==> src/rtl/vga_display_ctrl.sv <==
// vga_display_ctrl: VGA sync timing generator with pixel-clock divider,
// coordinate outputs, a sync/blank delay line matched to the pixel
// generator's latency, and a registered colour output stage.
module vga_display_ctrl #(
  parameter int H_ACTIVE   = 640,
  parameter int H_FP       = 16,
  parameter int H_SYNC     = 96,
  parameter int H_BP       = 48,
  parameter int V_ACTIVE   = 480,
  parameter int V_FP       = 10,
  parameter int V_SYNC     = 2,
  parameter int V_BP       = 33,
  parameter int CLK_DIV    = 4,
  parameter int HSYNC_POL  = 0,
  parameter int VSYNC_POL  = 0,
  parameter int IN_BITS    = 1,
  parameter int COLOR_BITS = 4,
  parameter int PIPE       = 0,
  parameter int CW         = 11
) (
  input  logic                    clock,
  input  logic                    reset,
  output logic                    pixel_tick,
  output logic [CW-1:0]           pixel_x,
  output logic [CW-1:0]           pixel_y,
  output logic                    video_on,
  output logic                    frame_start,
  output logic                    line_start,
  input  logic [3*IN_BITS-1:0]    rgb_in,
  output logic                    hsync,
  output logic                    vsync,
  output logic [3*COLOR_BITS-1:0] rgb
);

  localparam int H_TOTAL = H_ACTIVE + H_FP + H_SYNC + H_BP;
  localparam int V_TOTAL = V_ACTIVE + V_FP + V_SYNC + V_BP;
  localparam int DW      = (CLK_DIV > 1) ? $clog2(CLK_DIV) : 1;

  localparam logic [DW-1:0] DIV_LAST = DW'(CLK_DIV - 1);
  localparam logic [CW-1:0] H_LAST   = CW'(H_TOTAL - 1);
  localparam logic [CW-1:0] V_LAST   = CW'(V_TOTAL - 1);
  localparam logic [CW-1:0] H_ACT    = CW'(H_ACTIVE);
  localparam logic [CW-1:0] V_ACT    = CW'(V_ACTIVE);
  localparam logic [CW-1:0] HS_FIRST = CW'(H_ACTIVE + H_FP);
  localparam logic [CW-1:0] HS_LAST  = CW'(H_ACTIVE + H_FP + H_SYNC - 1);
  localparam logic [CW-1:0] VS_FIRST = CW'(V_ACTIVE + V_FP);
  localparam logic [CW-1:0] VS_LAST  = CW'(V_ACTIVE + V_FP + V_SYNC - 1);
  localparam logic          HS_ON    = 1'(HSYNC_POL);
  localparam logic          VS_ON    = 1'(VSYNC_POL);

  logic [DW-1:0]           div_cnt_q, div_cnt_d;
  logic [CW-1:0]           h_cnt_q, h_cnt_d;
  logic [CW-1:0]           v_cnt_q, v_cnt_d;
  logic [3*COLOR_BITS-1:0] rgb_q, rgb_d;
  logic                    hsync_q, hsync_d;
  logic                    vsync_q, vsync_d;
  logic                    tick;
  logic                    hs_raw, vs_raw;
  logic [2:0]              cur_flags;   // {video_on, hs_raw, vs_raw}
  logic [2:0]              dly_flags;   // cur_flags delayed by PIPE ticks
  logic [3*COLOR_BITS-1:0] rgb_exp;

  // Divider and sync/blank decode from the counter registers.
  always_comb begin
    div_cnt_d = (div_cnt_q == DIV_LAST) ? '0 : div_cnt_q + DW'(1);
    // Gated by reset so that CLK_DIV=1 does not show a tick while held in reset.
    tick      = (div_cnt_q == DIV_LAST) && !reset;
    video_on  = (h_cnt_q < H_ACT) && (v_cnt_q < V_ACT);
    hs_raw    = (h_cnt_q >= HS_FIRST) && (h_cnt_q <= HS_LAST);
    vs_raw    = (v_cnt_q >= VS_FIRST) && (v_cnt_q <= VS_LAST);
    cur_flags = {video_on, hs_raw, vs_raw};
  end

  // Horizontal/vertical counters advance on the pixel tick.
  always_comb begin
    h_cnt_d = h_cnt_q;
    v_cnt_d = v_cnt_q;
    if (tick) begin
      if (h_cnt_q == H_LAST) begin
        h_cnt_d = '0;
        v_cnt_d = (v_cnt_q == V_LAST) ? '0 : v_cnt_q + CW'(1);
      end else begin
        h_cnt_d = h_cnt_q + CW'(1);
      end
    end
  end

  // Widen each channel by repeating its bit pattern MSB-first, then truncating.
  always_comb begin
    rgb_exp = '0;
    for (int unsigned ch = 0; ch < 3; ch++) begin
      for (int unsigned k = 0; k < COLOR_BITS; k++) begin
        rgb_exp[ch*COLOR_BITS + COLOR_BITS - 1 - k] =
          rgb_in[ch*IN_BITS + IN_BITS - 1 - (k % IN_BITS)];
      end
    end
  end

  generate
    if (PIPE == 0) begin : g_no_pipe
      assign dly_flags = cur_flags;
    end else begin : g_pipe
      logic [2:0] stage_q [PIPE];
      logic [2:0] stage_d [PIPE];

      // Shift the flag pipeline one stage per pixel tick.
      always_comb begin
        stage_d = stage_q;
        if (tick) begin
          stage_d[0] = cur_flags;
          for (int unsigned i = 1; i < PIPE; i++) stage_d[i] = stage_q[i-1];
        end
      end

      // Flag pipeline registers; cleared stages read as blank, syncs inactive.
      always_ff @(posedge clock or posedge reset) begin
        if (reset) begin
          for (int unsigned i = 0; i < PIPE; i++) stage_q[i] <= '0;
        end else begin
          stage_q <= stage_d;
        end
      end

      assign dly_flags = stage_q[PIPE-1];
    end
  endgenerate

  // Output stage loads blanked colour and polarity-adjusted syncs on the tick.
  always_comb begin
    rgb_d   = rgb_q;
    hsync_d = hsync_q;
    vsync_d = vsync_q;
    if (tick) begin
      rgb_d   = dly_flags[2] ? rgb_exp : '0;
      hsync_d = dly_flags[1] ? HS_ON : ~HS_ON;
      vsync_d = dly_flags[0] ? VS_ON : ~VS_ON;
    end
  end

  // State registers with asynchronous reset.
  always_ff @(posedge clock or posedge reset) begin
    if (reset) begin
      div_cnt_q <= '0;
      h_cnt_q   <= '0;
      v_cnt_q   <= '0;
      rgb_q     <= '0;
      hsync_q   <= ~HS_ON;
      vsync_q   <= ~VS_ON;
    end else begin
      div_cnt_q <= div_cnt_d;
      h_cnt_q   <= h_cnt_d;
      v_cnt_q   <= v_cnt_d;
      rgb_q     <= rgb_d;
      hsync_q   <= hsync_d;
      vsync_q   <= vsync_d;
    end
  end

  assign pixel_tick  = tick;
  assign pixel_x     = h_cnt_q;
  assign pixel_y     = v_cnt_q;
  assign frame_start = tick && (h_cnt_q == '0) && (v_cnt_q == '0);
  assign line_start  = tick && (h_cnt_q == '0);
  assign rgb         = rgb_q;
  assign hsync       = hsync_q;
  assign vsync       = vsync_q;

endmodule

==> config.mk <==
export PLATFORM = sky130hd
export DESIGN_NAME = vga_display_ctrl
export DESIGN_NICKNAME = d
export VERILOG_FILES = /design/src/rtl/vga_display_ctrl.sv
export SDC_FILE = /design/constraint.sdc
export NUM_CORES = 1
export LEC_CHECK = 0
export ABC_AREA = 1
export BUFFER_PORTS_ARGS = -buffer_cell sky130_fd_sc_hd__buf_4
export CAP_MARGIN = 0
export CORE_MARGIN = 3
export CORE_UTILIZATION = 55
export CTS_BUF_LIST = sky130_fd_sc_hd__clkbuf_2 sky130_fd_sc_hd__clkbuf_4 sky130_fd_sc_hd__clkbuf_8
export CTS_CLUSTER_SIZE = 25
export DETAILED_ROUTE_END_ITERATION = 10
export PLACE_DENSITY = 0.93
export SYNTH_ARGS = -nofsm -noshare
export SYNTH_HDL_FRONTEND = slang
export SYNTH_SLANG_ARGS = --single-unit
==> constraint.sdc <==
create_clock -name clock -period 2.5 [get_ports clock]
set_clock_uncertainty 0.05 [all_clocks]
set_input_delay 0.125 -clock clock [delete_from_list [all_inputs] [get_ports clock]]
set_output_delay 0.125 -clock clock [all_outputs]
set_load 0.01 [all_outputs]
; After elaboration in Yosys (flattened, before gate mapping)
; Index checks and enable logic that the tools add are counted.
[classes]
n_addsub = 3
magnitude_cmp = 6
eq_ne = 3
n_mux = 6
reduce_logical = 10
[ops]
columns = cell, n
row1 = "adder 11 x 1 -> 11 bit, second input constant", 2
row2 = "== test 11 x 10 -> 1 bit, second input constant", 2
row3 = logical NOT 11 bit, 2
row4 = 2-to-1 mux 11 bit, 2
row5 = 2-to-1 mux 12 bit, 1
row6 = "greater-or-equal comparator 11 x 10 -> 1 bit, second input constant", 1
row7 = "greater-or-equal comparator 11 x 9 -> 1 bit, second input constant", 1
row8 = "less-or-equal comparator 11 x 10 -> 1 bit, second input constant", 1
row9 = "less-or-equal comparator 11 x 9 -> 1 bit, second input constant", 1
row10 = "less-than comparator 11 x 10 -> 1 bit, second input constant", 1
row11 = "less-than comparator 11 x 9 -> 1 bit, second input constant", 1
row12 = logical AND 1 bit, 6
row13 = "adder 2 x 1 -> 2 bit, second input constant", 1
row14 = "== test 2 bit, second input constant", 1
row15 = 2-to-1 mux 1 bit, 2
row16 = 2-to-1 mux 2 bit, 1
row17 = AND reduction 2 bit, 1
row18 = logical NOT 1 bit, 1
[word_totals]
ff_bits = 38
input_bits = 5
out_inout_bits = 40
word_cells = 34

; Depth between registers and ports, before layout
; Gate-level depths: netlist (run 1).
[logic_depth]
word_depth = 4
ltp_mapped = 8
ltp_nobuf = 8

; Least setup slack after synthesis (run 1)
; No wires, ideal clock.
[synth_path]
path_type = input port to flip-flop
startpoint = input port reset
endpoint = register v_cnt_q[5], in the netlist pixel_y[5]
setup_ns = 0.079
arrival_ns = 1.589
required_time_ns = 2.371
slack_ns = 0.781
path_stages = 6
path_buffers = 0
path_cell_list = inv_1 nand2_4 inv_2 nand4_2 nor2_1 xor2_1
[synth_between]
elab_chain_len = 3
[synth_lines]
columns = element, line_no
row1 = start: declaration, 22  ; input logic reset,
row2 = logical NOT 1 bit (no line), n/a
row3 = logical AND 1 bit, 67  ; tick = (div_cnt_q == DIV_LAST) && !reset;
row4 = AND reduction 2 bit (no line), n/a
row5 = end signal: assignment, 152  ; v_cnt_q <= v_cnt_d;
row6 = end: declaration, 53  ; logic [CW-1:0] v_cnt_q, v_cnt_d;
; Every way passes these cells.
; A chain may end at the register's enable or synchronous reset.

; Final worst setup path (run 1)
[layout_path]
startpoint = register v_cnt_q[0], in the netlist pixel_y[0]
endpoint = output port frame_start
[layout_between]
elab_chain_len = 2
[layout_lines]
columns = element, line_no
row1 = logical NOT 11 bit, 162  ; assign frame_start = tick && (h_cnt_q == '0) && (v_cnt_q == '0);
row2 = logical AND 1 bit, 162
row3 = end: declaration, 27  ; output logic frame_start,
; Every way passes these cells.

==> impl_metrics.ini, run 1 <==
[clocking]
cts_root_buffer = clkbuf_4
clock_latency_ps = 320
ctsResizeCount = 0
postCtsSetupRepairBufs = 0
cts.clk_slew.worst_paths_ps = 90
clkSinkCount = 29
cts_buffer_depth = 2
cts_buffers = 5
htree_levels = 2
cts_tree = built

[route]
drt-initial-drc-count = 168
first_pass_iters = 4
via_count = 1730
vias_per_cell = 5.31
route.detailed.drc = 0
postRouteWirelength_um = 4270
ant_nets = 0
post_drt_wl_per_cell_um = 13.1

[logic_synthesis]
yosysMostFrequentCell = nand2_1
yosys_warnings = 0
synth-seq-cells = 29
synthCells = 239
synth_edf_count = 0
synth_area_mm2 = 0.00185
synth-main-ff-cell = dfrtp_1
yosysTopAreaCellShare = 0.366
synth_nets = 249
synth_common_cells = nand2_1 (51), nor2_1 (29), dfrtp_1 (27)
synthTopCellsByArea = dfrtp_1 (37%), nand2_1 (10%), nand3_1 (6.0%), nor2_1 (5.9%), inv_1 (5.1%)
synth.largest_area_cell = dfrtp_1
seq_area_frac_synth = 0.395
avgSynthCellArea_um2 = 7.72
synth_cell_type_count = 30
async_reset_ff_frac = 1.00

[placed_design]
gp_congestion = 0.941
dp.cells = 317
dp.final_hpwl_um = 3310
place_ws_ps = 880
port_buffers = 44

[worst_hold_path]
holdPathStages = 3
hold_end = rgb[7]$_DFFE_PP0P_
hp-class = in -> reg
min_from = rgb_in[1]

[sta]
fin_crit_sh = 0.763
slew_headroom = 0.768
hold_violations = 0
tns_ps = 0
slew_viol_final = 0
layout_min_cycle_time_ps = 1910
rsz0062_at_grt = no
fmax_ghz = 0.525
finalWorstSetupSlack_ps = 594
tightest_slew_ps = 347
setup_violations = 0

[floorplan]
die_width_um = 63.9
core_region_area_mm2 = 0.00313
ios = 45
die_area_mm2 = 0.00409
start_util = 0.590
rows = 20
die_h_um = 63.9

[critical_path]
reg2reg_to = pixel_y[9]$_DFFE_PP0P_
r2r_slack_ps = 850
crit_type = reg -> out
path_buf_inv = 3
slowest_delay_ps = 490
endpoint_kind = output pin
timing.rr.start = pixel_y[0]$_DFFE_PP0P_
crit_path_top_delay_cell = dfrtp_1
path_cells = inv_1 > ha_1 > inv_1 > nor3_1 > nand3_1 > nor3_1 > buf_4
path_max_fanout = 9
cp-start-kind = flop
reg2regPathDepth = 7
critical_path.top_delay_family = flip-flops
crit_arrival_ps = 1730
crit_required_ps = 2330

[layout]
area_delta_synth_final_pct = 20.9
layout.nets = 291
instances_no_fill = 326
fillers = 255
drive_above_1_share = 0.266
antenna_cells = 0

[power_and_ir_drop]
ir_drop_mv = 0.449
p_per_area_mw_per_mm2 = 582
total_leakage_power_nw = 1.16

[global_routing]
grt_pass1_wl_um = 7470
grt_start_max_net_pins = 30
grt_pass1_vias = 1578
antenna_found_initial = 0
grt_use_total = 0.227
grt.overflow.total = 0

[run_status]
status = finished, final reports clean

[job]
maxCapViolations = 0
-- report_power, final --
| part | switching (mW) | internal (mW) | total [mW] | leakage, nW |
|---|---|---|---|---|
| Clock | 0.152 | 0.144 | 0.296 | 0.0368 |
| Combinational | 0.226 | 0.151 | 0.377 | 0.778 |
| Sequential | 0.0972 | 0.528 | 0.625 | 0.347 |
-- cell families after synthesis --
family | count (synthesis) | share of synthesized area
simple gates | 130 | 0.344
buf+inv | 41 | 0.106
flops | 29 | 0.395
compound gates | 25 | 0.0786
xor+xnor | 9 | 0.0427
fa+ha+maj | 5 | 0.0339
-- worst max path at each step --
stage	from	endpoint	slack, ps	depth (start not counted)
floorplan	reset	pixel_y[5]$_DFFE_PP0P_	780	6
global placement	pixel_y[0]$_DFFE_PP0P_	pixel_y[9]$_DFFE_PP0P_	910	7
detailed placement	pixel_y[0]$_DFFE_PP0P_	pixel_y[9]$_DFFE_PP0P_	880	7
CTS	pixel_x[0]$_DFFE_PP0P_	frame_start	580	7
global route	pixel_y[0]$_DFFE_PP0P_	frame_start	300	7
finish	pixel_y[0]$_DFFE_PP0P_	frame_start	590	7
-- worst register-to-register path, cell delays in order, from the launching register on --
cell and delay (ps):
dfrtp_1 490, inv_1 160, ha_1 160, inv_1 50
nor2_1 100, nand4_1 270, nand3_1 170, o21ai_0 90
-- stage by stage --
stage / instance area [um^2] / utilization / hold WS [ps] / total power [mW]
after floorplan: 1850 / - / 182 / 0.847
after global placement: 2160 / 0.691 / 276 / 1.00
after detailed placement: 2160 / 0.691 / 271 / 1.01
after CTS: 2230 / 0.713 / 19.3 / 1.30
after global routing: 2230 / 0.713 / 46.7 / 1.39
final: 2230 / 0.713 / 20.0 / 1.30
-- state kept, by name (all words and copies together) (netlist names) --
name	flops
hsync	1
div_cnt_q	2
vsync	1
pixel_y	11
rgb	3
pixel_x	11
-- layout make-up --
class,count,area (um^2),area share
inverter,30,118,0.0527
sequential,29,728,0.326
clock buffer,8,60.1,0.0269
timing repair buffer,46,348,0.156
multi-input combinational,169,922,0.413
tap,44,55.1,0.0247
-- per-layer routing --
| layer | part of all wire | global-route usage | vias up |
|---|---|---|---|
| met5 | 0 | 0 | - |
| met4 | 0.014 | 0.0701 | 0 |
| met3 | 0.085 | 0.0439 | 10 |
| met2 | 0.45 | 0.359 | 79 |
| met1 | 0.45 | 0.313 | 784 |
| li1 | - | - | 857 |
-- timing repair --
item                                    in CTS  in global routing
endpoints found under the hold margin       27                  0
hold buffers                                 1                  0
endpoints found under the setup margin       0                  0
-- layout by cell type, fill, tap and decap left out, types with 7 or more instances in the layout --
| cell type | count |
|---|---|
| buf_4 | 45 |
| clkbuf_4 | 8 |
| dfrtp_1 | 27 |
| inv_1 | 25 |
| nand2_1 | 51 |
| nand3_1 | 22 |
| nand4_1 | 10 |
| nor2_1 | 29 |
| nor3_1 | 7 |
| o21ai_0 | 15 |
| xor2_1 | 7 |
Power figures use the tool's default switching activity.
==> inputs of run 2 (changes only) <==
- clock period: 2.5 -> 1.94 ns (I/O delays scaled with it)
==> impl_metrics.ini, run 2 (synthesis results as in run 1) <==
[run_status]
status = finished, final reports clean

[layout]
multi_input_area_um2 = 927
antenna_cells = 0
instances_no_fill = 331
final_common_cell = nand2_1
fillers = 245
drive_above_1_share = 0.282
layout.nets = 296
fin_area_mm2 = 0.00229
regArea_um2 = 729
area_delta_synth_final_pct = 24.2
final_util = 0.733
final_cell_mix = nand2_1 (51), buf_4 (47), nor2_1 (29), dfrtp_1 (26), inv_1 (23)

[global_routing]
grt_use_total = 0.231
grt_pass1_wl_um = 7410
grt_pass1_vias = 1598
grt_start_max_net_pins = 30
antenna_found_initial = 0
grt.overflow.total = 0

[route]
ant_nets = 0
post_drt_wl_per_cell_um = 13.2
first_pass_iters = 4
drt-initial-drc-count = 154
vias_per_cell = 5.32
via_count = 1761
route.detailed.drc = 0
postRouteWirelength_um = 4360

[floorplan]
ios = 45
die_width_um = 63.9
start_util = 0.590
die_area_mm2 = 0.00409
core_region_area_mm2 = 0.00313
rows = 20
die_h_um = 63.9

[sta]
slew_headroom = 0.760
rsz0062_at_grt = no
tightest_slew_ps = 360
tns_ps = 0
hold_violations = 0
fin_crit_sh = 0.921
layout_min_cycle_time_ps = 1790
setup_violations = 0
slew_viol_final = 0
fmax_ghz = 0.560

[clocking]
cts_root_buffer = clkbuf_4
clock_latency_ps = 330
cts_tree = built
htree_levels = 2
cts_buffer_depth = 2
clkSinkCount = 29
cts_buffers = 5
cts.clk_slew.worst_paths_ps = 90

[placed_design]
dp.final_hpwl_um = 3230
gp_congestion = 0.909
port_buffers = 44
dp.cells = 317
dpl_cell_area_mm2 = 0.00216

[critical_path]
endpoint_kind = output pin
cp-startpoint = pixel_x[0]$_DFFE_PP0P_
path_max_fanout = 5
timing.rr.start = pixel_x[0]$_DFFE_PP0P_
crit_arrival_ps = 1640
crit_type = reg -> out
crit_required_ps = 1790
cp-start-kind = flop

[worst_hold_path]
hp-class = reg -> reg
min_from = div_cnt_q[0]$_DFF_PP0_

[job]
maxCapViolations = 0

[power_and_ir_drop]
p_per_area_mw_per_mm2 = 753
total_power_mw = 1.73
ir_drop_mv = 0.596
total_leakage_power_nw = 1.18
[run 2: layout make-up]
type / instances / area share
multi-input combinational: 169 / 0.404
tap: 44 / 0.0240
clock inverter: 1 / 0.00218
inverter: 30 / 0.0513
clock buffer: 7 / 0.0284
sequential: 29 / 0.318
timing repair buffer: 51 / 0.171
[run 2: per-layer routing]
metal / vias to the layer above / track usage / part of all wire
met2: 77 / 0.348 / 0.46
met3: 11 / 0.0545 / 0.076
li1: 868 / - / -
met1: 805 / 0.315 / 0.44
met4: 0 / 0.0997 / 0.025
met5: - / 0 / 0
[run 2: worst max-delay path, cell delays in order, from the launching register on]
cell and delay [ps]:
dfrtp_1 450, inv_2 120, ha_1 150, nand2_1 50
nor2_1 90, nand4_1 170, nor3_2 140, buf_4 140
[run 2: path summary, 6_finish.rpt]
| check | end | slack [ps] | cells after the start |
|---|---|---|---|
| setup / recovery | frame_start | 150 | 7 |
| hold / removal | div_cnt_q[0]$_DFF_PP0_ | 380 | 1 |
| setup reg to reg | pixel_y[6]$_DFFE_PP0P_ | 300 | 8 |
| hold reg to reg | div_cnt_q[0]$_DFF_PP0_ | 380 | 1 |
| max in group asynchronous | hsync$_DFFE_PP1P_ | 1090 | 4 |
| min in group asynchronous | pixel_y[3]$_DFFE_PP0P_ | 440 | 4 |
[run 2: timing repair]
action / in CTS / in global routing
hold buffers: 4 / 0
setup endpoints to repair: 0 / 1
resized for setup: 0 / 4
hold endpoints to repair: 30 / 0
buffers inserted: 0 / 2
[run 2: metrics by stage]
| stage | hold WS (ps) | worst slack [ps] |
|---|---|---|
| 2_1_floorplan | 154 | 249 |
| 3_3_place_gp | 254 | 353 |
| 3_5_place_dp | 249 | 325 |
| 4_1_cts | 384 | 41.2 |
| 5_1_grt | 423 | 20.6 |
| 6_report | 382 | 154 |
[run 2: power breakdown]
part	total (mW)	switching, mW	leakage (nW)	internal, mW
Combinational	0.494	0.294	0.795	0.199
Clock	0.430	0.220	0.0413	0.210
Sequential	0.801	0.121	0.347	0.680
Total	1.73	0.636	1.18	1.09
==> inputs of run 3 (changes only) <==
- CORE_ASPECT_RATIO: default -> 1.2
- clock period: 1.94 -> 2.3 ns (I/O delays scaled with it)
==> impl_metrics.ini, run 3 (synthesis results as in run 1) <==
[sta]
hold_violations = 0
layout_min_cycle_time_ps = 1880
slew_viol_final = 0
setup_violations = 0
tns_ps = 0
slew_headroom = 0.760
fin_crit_sh = 0.817
finalWorstSetupSlack_ps = 421
rsz0062_at_grt = no
tightest_slew_ps = 360
fmax_ghz = 0.532

[placed_design]
gp_congestion = 0.953
dp.cells = 309
place_ws_ps = 649
port_buffers = 44
dpl_cell_area_mm2 = 0.00215
dp.final_hpwl_um = 3280

[route]
post_drt_wl_per_cell_um = 13.6
drt-initial-drc-count = 97
via_count = 1738
first_pass_iters = 4
postRouteWirelength_um = 4320
ant_nets = 0
vias_per_cell = 5.47
route.detailed.drc = 0

[clocking]
ctsResizeCount = 0
cts_buffers = 5
cts_root_buffer = clkbuf_4
clkSinkCount = 29
cts_buffer_depth = 2
postCtsSetupRepairBufs = 0
cts_tree = built
clock_latency_ps = 340
cts.clk_slew.worst_paths_ps = 80
htree_levels = 2

[worst_hold_path]
min_from = rgb_in[2]
hp-class = in -> reg
holdPathStages = 3
hold_end = rgb[10]$_DFFE_PP0P_

[layout]
instances_no_fill = 318
final_common_cell = nand2_1
fillers = 260
area_delta_synth_final_pct = 20.3
antenna_cells = 0
fin_area_mm2 = 0.00222
layout.nets = 291
final_cell_mix = nand2_1 (51), buf_4 (45), nor2_1 (29), dfrtp_1 (27), inv_1 (25)
drive_above_1_share = 0.266

[global_routing]
grt_pass1_wl_um = 7130
grt.overflow.total = 0
grt_pass1_vias = 1591
grt_start_max_net_pins = 30
grt_use_total = 0.226
antenna_found_initial = 0

[critical_path]
timing.rr.start = div_cnt_q[0]$_DFF_PP0_
reg2regPathDepth = 6
crit_arrival_ps = 1710
cp-start-kind = flop
path_max_fanout = 9
crit_required_ps = 2130
r2r_slack_ps = 610
endpoint_kind = output pin
reg2reg_to = pixel_y[10]$_DFFE_PP0P_
crit_type = reg -> out

[job]
maxCapViolations = 0

[floorplan]
ios = 45
die_area_mm2 = 0.00409
start_util = 0.588
die_width_um = 58.9
core_region_area_mm2 = 0.00314
rows = 22
die_h_um = 69.5

[power_and_ir_drop]
p_per_area_mw_per_mm2 = 637
ir_drop_mv = 0.712
total_leakage_power_nw = 1.16

[run_status]
status = finished, final reports clean
==> run 3: area by class of cell <==
type                       instances  area, um^2  share of cell area
sequential                        29         728               0.328
clock buffer                       8        60.1              0.0270
tap                               36        45.0              0.0203
timing repair buffer              46         348               0.157
multi-input combinational        169         922               0.415
inverter                          30         118              0.0530
==> run 3: how the worst max path moves through the flow <==
stage | start | endpoint | slack (ps) | cells past startpoint
after floorplan | reset | pixel_y[5]$_DFFE_PP0P_ | 590 | 6
after global placement | pixel_y[0]$_DFFE_PP0P_ | pixel_y[9]$_DFFE_PP0P_ | 710 | 7
after detailed placement | div_cnt_q[0]$_DFF_PP0_ | pixel_y[10]$_DFFE_PP0P_ | 650 | 6
after CTS | pixel_y[0]$_DFFE_PP0P_ | frame_start | 410 | 7
after global routing | pixel_x[0]$_DFFE_PP0P_ | frame_start | 250 | 7
final | pixel_y[0]$_DFFE_PP0P_ | frame_start | 420 | 7
==> run 3: worst max-delay path, stage by stage, from the launching register on <==
cell and delay [ps]:
dfrtp_1 490, inv_1 150, ha_1 160, inv_1 50
nor3_1 120, nand3_1 90, nor3_1 180, buf_4 150
==> run 3: metrics by stage <==
stage | hold WS [ps] | power, mW | util
6_report | 3.15 | 1.41 | 0.708
5_1_grt | 7.45 | 1.51 | 0.708
4_1_cts | 2.14 | 1.42 | 0.708
3_5_place_dp | 254 | 1.09 | 0.685
3_3_place_gp | 246 | 1.08 | 0.685
2_1_floorplan | 172 | 0.921 | -
==> run 3: metal layers <==
metal | wire [um] | GRT usage | vias up
met3 | 327 | 0.0633 | 12
met5 | 0 | 0 | -
li1 | - | - | 849
met1 | 1820 | 0.297 | 816
met4 | 95 | 0.118 | 0
met2 | 2070 | 0.332 | 61
==> run 3: where the power goes <==
part	switching, mW	total [mW]	internal [mW]
Sequential	0.101	0.675	0.574
Clock	0.171	0.328	0.157
Combinational	0.246	0.411	0.165
==> run 3: what timing repair did <==
| action | in CTS | in global routing |
|---|---|---|
| setup endpoints to repair | 0 | 0 |
| hold endpoints to repair | 27 | 0 |
| hold buffers | 1 | 0 |
